`config.mk`:
```
export PLATFORM = sky130hd
export DESIGN_NAME = keypad_scan_ctrl
export DESIGN_NICKNAME = d
export VERILOG_FILES = /design/src/rtl/keypad_scan_ctrl.sv
export SDC_FILE = /design/constraint.sdc
export NUM_CORES = 1
export LEC_CHECK = 0
export ABC_AREA = 0
export CORE_ASPECT_RATIO = 1.1
export CORE_MARGIN = 1
export CORE_UTILIZATION = 25
export DETAILED_ROUTE_END_ITERATION = 16
export REMOVE_ABC_BUFFERS = 1
export SYNTH_ARGS = -nofsm -noshare
export SYNTH_HDL_FRONTEND = slang
export SYNTH_SLANG_ARGS = --single-unit
```
`constraint.sdc`:
```
create_clock -name hwclk -period 2.6 [get_ports hwclk]
set_input_delay 0.52 -clock hwclk [delete_from_list [all_inputs] [get_ports hwclk]]
set_output_delay 0.52 -clock hwclk [all_outputs]
set_load 0.02 [all_outputs]
```
`src/rtl/keypad_scan_ctrl.sv`:
```
// Purpose : matrix-keypad scanner; drives one row at a time, debounces whole-matrix
//           frames and emits one event per clean single-key press.
// Latency : key_valid rises on the frame-complete sample that makes a pattern stable
//           (DEBOUNCE+1 identical frames after bouncing stops).
// Backpr. : one-entry event register; an event arriving while the previous one is
//           still pending and not being accepted is dropped and sets sticky overrun.
//
// Ports:
//   hwclk, rst_n      clock, async active-low reset
//   row_o[ROWS]       one-hot active-high row drive
//   col_i[COLS]       asynchronous column sense (active-high)
//   key_code/valid/ready  event handshake; key_code = row*COLS + col
//   key_held          FSM is in HELD (exactly one debounced key down)
//   multi_key         FSM is in MULTI (two or more debounced keys down)
//   overrun/clr_overrun   sticky dropped-event flag and its clear
module keypad_scan_ctrl #(
    parameter int ROWS     = 3,
    parameter int COLS     = 3,
    parameter int SCAN_DIV = 12000,
    parameter int DEBOUNCE = 20,
    parameter int CODE_W   = 4
) (
    input  logic              hwclk,
    input  logic              rst_n,
    output logic [ROWS-1:0]   row_o,
    input  logic [COLS-1:0]   col_i,
    output logic [CODE_W-1:0] key_code,
    output logic              key_valid,
    input  logic              key_ready,
    output logic              key_held,
    output logic              multi_key,
    output logic              overrun,
    input  logic              clr_overrun
);

    localparam int NKEYS = ROWS * COLS;
    localparam int DW    = $clog2(SCAN_DIV);
    localparam int RW    = (ROWS > 1) ? $clog2(ROWS) : 1;
    localparam int SW    = $clog2(DEBOUNCE + 1);

    typedef enum logic [1:0] {
        ST_IDLE  = 2'd0,
        ST_HELD  = 2'd1,
        ST_MULTI = 2'd2
    } state_t;

    // column synchroniser
    logic [COLS-1:0]  col_meta;
    logic [COLS-1:0]  col_sync;

    // scan state
    logic [DW-1:0]    dwell;
    logic [RW-1:0]    row_idx;
    logic [NKEYS-1:0] frame;
    logic [NKEYS-1:0] frame_next;
    logic             last_dwell;
    logic             frame_done;

    // debounce state; prev doubles as the debounced pattern once stable_cnt
    // has reached DEBOUNCE, so no separate copy is kept
    logic [NKEYS-1:0] prev;
    logic [SW-1:0]    stable_cnt;
    logic             same_frame;
    logic             deb_upd;

    // decode of the pattern being accepted
    logic             pat_any;
    logic             pat_many;
    logic [CODE_W-1:0] pat_code;

    state_t           state;
    state_t           state_nxt;
    logic             issue;
    logic             drop;

    always_ff @(posedge hwclk or negedge rst_n) begin
        if (!rst_n) begin
            col_meta <= '0;
            col_sync <= '0;
        end else begin
            col_meta <= col_i;
            col_sync <= col_meta;
        end
    end

    assign row_o = ROWS'(1) << row_idx;

    always_comb begin
        last_dwell = (dwell == DW'(SCAN_DIV - 1));
        frame_done = last_dwell && (row_idx == RW'(ROWS - 1));
        // frame as it will look once the current row is sampled; the completing
        // row is folded in here so debounce sees the whole frame on the same edge
        frame_next = frame;
        for (int r = 0; r < ROWS; r++) begin
            if (row_idx == RW'(r)) begin
                frame_next[r*COLS +: COLS] = col_sync;
            end
        end
        same_frame = (frame_next == prev);
        // fires only on the transition into DEBOUNCE, so a pattern that stays
        // stable is evaluated exactly once
        deb_upd = frame_done && same_frame && (stable_cnt == SW'(DEBOUNCE - 1));
    end

    always_ff @(posedge hwclk or negedge rst_n) begin
        if (!rst_n) begin
            dwell      <= '0;
            row_idx    <= '0;
            frame      <= '0;
            prev       <= '0;
            stable_cnt <= '0;
        end else begin
            if (last_dwell) begin
                dwell <= '0;
                frame <= frame_next;
                if (row_idx == RW'(ROWS - 1)) begin
                    row_idx <= '0;
                end else begin
                    row_idx <= row_idx + RW'(1);
                end
            end else begin
                dwell <= dwell + DW'(1);
            end

            if (frame_done) begin
                prev <= frame_next;
                if (!same_frame) begin
                    stable_cnt <= '0;
                end else if (stable_cnt != SW'(DEBOUNCE)) begin
                    stable_cnt <= stable_cnt + SW'(1);
                end
            end
        end
    end

    // key-count classification and code of the lowest pressed key
    always_comb begin
        pat_any  = 1'b0;
        pat_many = 1'b0;
        pat_code = '0;
        for (int i = 0; i < NKEYS; i++) begin
            if (frame_next[i]) begin
                if (pat_any) begin
                    pat_many = 1'b1;
                end
                pat_any = 1'b1;
                if (!pat_many) begin
                    pat_code = CODE_W'(i);
                end
            end
        end
    end

    always_ff @(posedge hwclk or negedge rst_n) begin
        if (!rst_n) begin
            state <= ST_IDLE;
        end else begin
            state <= state_nxt;
        end
    end

    always_comb begin
        state_nxt = state;
        issue     = 1'b0;
        if (deb_upd) begin
            case (state)
                ST_IDLE: begin
                    if (pat_many) begin
                        state_nxt = ST_MULTI;
                    end else if (pat_any) begin
                        state_nxt = ST_HELD;
                        issue     = 1'b1;
                    end
                end
                ST_HELD: begin
                    // any change away from the held key is treated as a chord;
                    // a fresh press always needs a return through IDLE
                    state_nxt = pat_any ? ST_MULTI : ST_IDLE;
                end
                ST_MULTI: begin
                    if (!pat_any) begin
                        state_nxt = ST_IDLE;
                    end
                end
                default: state_nxt = ST_IDLE;
            endcase
        end
        drop = issue && key_valid && !key_ready;
    end

    always_ff @(posedge hwclk or negedge rst_n) begin
        if (!rst_n) begin
            key_held  <= 1'b0;
            multi_key <= 1'b0;
        end else begin
            key_held  <= (state_nxt == ST_HELD);
            multi_key <= (state_nxt == ST_MULTI);
        end
    end

    // event register: a new event may load on the same edge the old one is
    // accepted, keeping key_valid high without a bubble
    always_ff @(posedge hwclk or negedge rst_n) begin
        if (!rst_n) begin
            key_code  <= '0;
            key_valid <= 1'b0;
            overrun   <= 1'b0;
        end else begin
            if (issue && !drop) begin
                key_code  <= pat_code;
                key_valid <= 1'b1;
            end else if (key_valid && key_ready) begin
                key_valid <= 1'b0;
            end

            if (drop) begin
                overrun <= 1'b1;
            end else if (clr_overrun) begin
                overrun <= 1'b0;
            end
        end
    end

endmodule

```
### Yosys cells after proc, flatten, opt, wreduce, memory -nomap -nowiden

Cells that the tools add are included.
Widths: inputs -> output; s select.

| word-level totals | value |
|---|---|
| register bits | 55 |

| operators by class | value |
|---|---|
| add/subtract/negate cells | 3 |
| equal/unequal tests | 11 |
| shifts and indexed selects | 1 |
| muxes and demuxes | 70 |
| reductions and logical operators | 14 |

Operators by type and width:

| kind | count |
|---|---|
| $mux 4 | 14 |
| $mux 1 | 43 |
| $add 14x1->14 const B | 1 |
| $eq 14x14->1 const B | 1 |
| $mux 14 | 1 |
| $mux 2 | 6 |
| $mux 5 | 2 |
| $eq 9x9->1 | 1 |
| $mux 3 | 3 |
| $logic_and 1x1->1 | 7 |
| $eq 2x1->1 const B | 3 |
| $eq 2x2->1 const B | 3 |
| $pmux 2 s3 | 1 |
| $add 5x1->5 const B | 1 |
| $eq 5x5->1 const B | 1 |
| $ne 5x5->1 const B | 1 |
| $logic_not 2->1 | 2 |
| $reduce_bool 2->1 | 2 |
| $shl 1x2->3 const A | 1 |
| $add 2x1->2 const B | 1 |
| $logic_not 1->1 | 2 |
| $ne 2x1->1 const B | 1 |
| $reduce_and 2->1 | 1 |

### Depth between registers and ports, before layout

| depth | value |
|---|---|
| depth after elaboration | 35 |
| mapped depth | 11 |
| gate-level depth less buffers | 8 |

### Worst setup path before layout

Ideal clock, no wire load.

| path | value |
|---|---|
| kind | flip-flop to flip-flop |
| start | register row_idx[1] |
| end | register key_code[0] |
| arrival | 2317 ps |
| required time | 2475 ps |
| slack | 158 ps |
| cell stages (with the launch flop) | 10 |
| path buffers | 1 |
| period minus slack after synthesis | 2442 ps |
| path through | dfrtp_1 -> nand2b_1 -> buf_4 -> inv_2 -> mux2i_1 -> nand2_1 -> o211ai_1 -> nand3_1 -> nor4_4 -> mux2_2 |

| between the ends | value |
|---|---|
| word-level cells in the longest chain between the ends | 34 |
| elaborated cells on any way between the ends | 67 |
| those cells by class | eq/ne: 3; mux: 56; reduce/logical: 8 |

RTL lines:

| what | RTL line | RTL |
|---|---|---|
| start, declared | 53 | `logic [RW-1:0] row_idx;` |
| start signal, assigned | 119 | `row_idx <= row_idx + RW'(1);` |
| $logic_not 2->1 | 95 | `if (row_idx == RW'(r)) begin` |
| $mux 3 | 95 |  |
| $mux 1 | 142 | `if (frame_next[i]) begin` |
| $mux 1 | 143 | `if (pat_any) begin` |
| $mux 1 (2 in a row) | 142 |  |
| $mux 1 | 143 |  |
| $mux 1 (2 in a row) | 142 |  |
| $mux 1 | 143 |  |
| (+14 left out) | -- |  |
| $mux 1 | 143 |  |
| $mux 1 (2 in a row) | 142 |  |
| $mux 1 | 168 | `if (pat_many) begin` |
| $mux 1 | 166 | `case (state)` |
| $mux 1 | 165 | `if (deb_upd) begin` |
| $logic_and 1x1->1 (2 in a row) | 188 | `drop = issue && key_valid && !key_ready;` |
| $logic_not 1->1 | 209 | `if (issue && !drop) begin` |
| $logic_and 1x1->1 | 209 |  |
| end signal, assigned | 210 | `key_code <= pat_code;` |
| end, declared | 27 | `output logic [CODE_W-1:0] key_code,` |

Several ways; a longest one is shown, not always the timed one. The select of a mux whose other input is x is not followed.
A chain may end at the register's enable or synchronous reset.

### Worst setup path after layout

| path | value |
|---|---|
| start | register row_idx[1] |
| end | register key_code[1] |

Same word-level chain as after synthesis.

==> results.toml <==
[setup_path]
cp.depth = 10
timing.critical_path.buf_inv = 3
critPathSlowestCell = "dfrtp_2"
cp.required_ns = 2.78
rrSetupSlack_ns = 0.08
critical_path.startpoint = "row_idx[1]$_DFFE_PN0N_"
crit_path_start_kind = "register"
crit_end = "key_code[1]$_DFFE_PN0P_"
cp-end-kind = "register"
slowest_delay_ns = 0.44
path_cells = "dlymetal6s2s_1 > nor3b_1 > or3_4 > nor4b_2 > buf_4 > nor2b_1 > o21bai_2 > nor4_4 > buf_4 > mux2_2"
crit_type = "reg -> reg"
reg2reg_to = "key_code[1]$_DFFE_PN0P_"
worstPathArrival_ns = 2.70
crit_top_cell = "buf_4"
cp_top_family = "simple AND/OR/NAND/NOR gates"
reg2reg_from = "row_idx[1]$_DFFE_PN0N_"
cp_max_fo = 6
reg2reg_depth = 10

[timing]
timing.final.crit_period_ns = 2.52
setup_viol = 0
finClkSkew_ns = 0.00804
finalCritPeriodShare = 0.969
whs_ns = 0.343
max_freq_ghz = 0.397
tightest_slew_ns = 0.688
maxSlewViolCount = 0
hold_viol = 0
relSlewSlack = 0.541

[clocking]
htree_num_levels = 2
cts-root-buf = "clkbuf_16"
cts_buffers = 5
cts_buffer_depth = 2
insertion_delay_ns = 0.30
cts_sinks = 55
clk_pin_slew_ns = 0.07
tritoncts = "built"

[die]
fp.dieW_um = 107
rows = 41
die_h_um = 117
die-area_sq_um = 12500
core_sq_um = 11600
pin_count = 18
start_util = 0.260

[logic_synthesis]
synth_fa_ha_area_frac = 0.0124
synth_area_per_cell_sq_um = 9.42
synth_top_family_by_area = "simple AND/OR/NAND/NOR gates"
yosysTopAreaCell = "dfrtp_1"
synth_top_area_frac = 0.455
netlist_area_sq_um = 3020
yosysWarnings = 0
syn_inst = 321
synth.top_cells.by_area = "dfrtp_1 (46%), nand2_1 (6.8%), xor2_1 (3.5%), o21ai_0 (3.3%), nor2_1 (2.7%)"
synth_mux_area_frac = 0.0641
synth_compound_area_frac = 0.0993
synth_xor_area_frac = 0.0608
ys_types = 50
synth-seq-cells = 55
ys_seq_area_frac = 0.455
synthSimpleGateAreaFrac = 0.268

[global_route]
grt_pass1_wl_um = 11300
grt-ovfl-total = 0
grt_max_degree = 56
grt_antenna_before_repair = 0
grt_pass1_vias = 2394
grt_use_total = 0.112

[final_layout]
layout_common_cells = "nand2_1 (55), dfrtp_1 (52), buf_4 (25), nor2_1 (22), o21ai_0 (18)"
layout.nets = 366
drive_above_1_share = 0.179
fin_area_sq_um = 3730
diodes = 0
layout_commonest_cell = "nand2_1"
syn2layout_area_growth_pct = 23.4

[pwr]
ir_drop_uv = 223
p_leak_nw = 1.69
power_mw = 1.70
p_per_area_nw_per_um2 = 456

[detailed_routing]
drc_errors = 0
detail-route-antenna-nets = 0
wire_per_inst_um = 13.0
dr_total_vias = 2427
viasPerCell = 4.79
dr.pass1.iters = 4
drt_iter0_drc = 152
routed_wirelength_um = 6570

[place]
io_buffers = 17
dp_hpwl_um = 4780
dpl_cell_area_sq_um = 3460
gp_congestion = 0.800

[run_status]
outcome = "completed"

[flow_run]
drv_cap = 0

[min_path]
hold_path_class = "in -> async"
[timing repair]
item	CTS	global route
hold buffers	0	0
gates resized for setup	6	14
setup buffers	1	3
setup endpoints to repair	7	10
pin swaps	2	3
[through the flow]
stage / worst slack, ns / instances / util / setup TNS [ns]
5_1_grt: -0.00618 / 507 / 0.321 / -0.00618
2_1_floorplan: 0.0195 / 305 / - / 0
3_5_place_dp: -0.0566 / 495 / 0.298 / -0.210
4_1_cts: 0.00755 / 504 / 0.314 / 0
3_3_place_gp: 0.0344 / 495 / 0.298 / 0
6_report: 0.0794 / 507 / 0.321 / 0
[sequential cells by signal, indices dropped and copies added, names as in the netlist]
register    cells
overrun         1
state           2
row_idx         2
key_held        1
col_meta        3
dwell          14
stable_cnt      5
key_valid       1
frame           9
multi_key       1
col_sync        3
prev            9
key_code        4
[logic make-up after synthesis]
logic type                 Yosys count
DFF                                 55
adders and majority gates            3
muxes                               16
xor gates and xnor gates            21
and+or+nand+nor                    151
buffers and inverters               25
AOI/OAI and AO/OA                   50
[routing by layer]
layer,share of wire,global-route usage
met4,0.0081,0.0274
met5,0,0
met3,0.037,0.0300
met2,0.49,0.185
met1,0.46,0.146
[synthesized netlist by cell type (all sizes together)]
master    n
o21ai    20
a211oi    1
mux2i     9
inv       9
a21o      1
o211ai    1
mux2      7
and4b     2
nor4bb    1
xnor2     9
a21oi    10
o22ai     4
a22o      3
nand2    55
nand3b    2
nor3b     1
buf       6
and4      2
and2      4
nor2b    10
nor3      7
nand4     9
or3       2
nand3    14
o21bai    1
dfrtp    55
or2       1
and3      5
clkbuf   10
nor4      4
o2111ai   1
xor2     12
nand2b    6
and3b     1
o21a      3
nor2     22
ha        3
a31oi     5
or4       1
nor4b     2
[cell type report]
type / instances / area, sq um
clock buffer: 6 / 129
clock inverter: 2 / 38.8
fill: 1165 / 7910
inverter: 9 / 38.8
multi-input combinational: 241 / 1590
sequential: 55 / 1380
tap: 150 / 188
timing repair buffer: 44 / 370
[worst min path at each step]
stage,startpoint,to,cells past startpoint
after floorplan,rst_n,col_meta[0]$_DFF_PN0_,0
after global placement,col_meta[0]$_DFF_PN0_,col_sync[0]$_DFF_PN0_,0
after detailed placement,col_meta[2]$_DFF_PN0_,col_sync[2]$_DFF_PN0_,0
after CTS,col_meta[2]$_DFF_PN0_,col_sync[2]$_DFF_PN0_,0
after global routing,col_meta[2]$_DFF_PN0_,col_sync[2]$_DFF_PN0_,0
final,rst_n,frame[4]$_DFFE_PN0N_,2
[power by group]
part | switching [mW] | internal (mW)
registers | 0.00836 | 0.860
logic | 0.0421 | 0.0310
clock network | 0.302 | 0.459
total | 0.352 | 1.35
[worst register-to-register path: cells and delay by family, from the launching register on]
kind / cells / cell delay (ns)
muxes: 1 / 0.33
and+or+nand+nor: 5 / 1.00
buffers and inverters: 3 / 0.51
DFF: 1 / 0.44
AOI/OAI and AO/OA: 1 / 0.12
(Power assumes the default switching activity.)
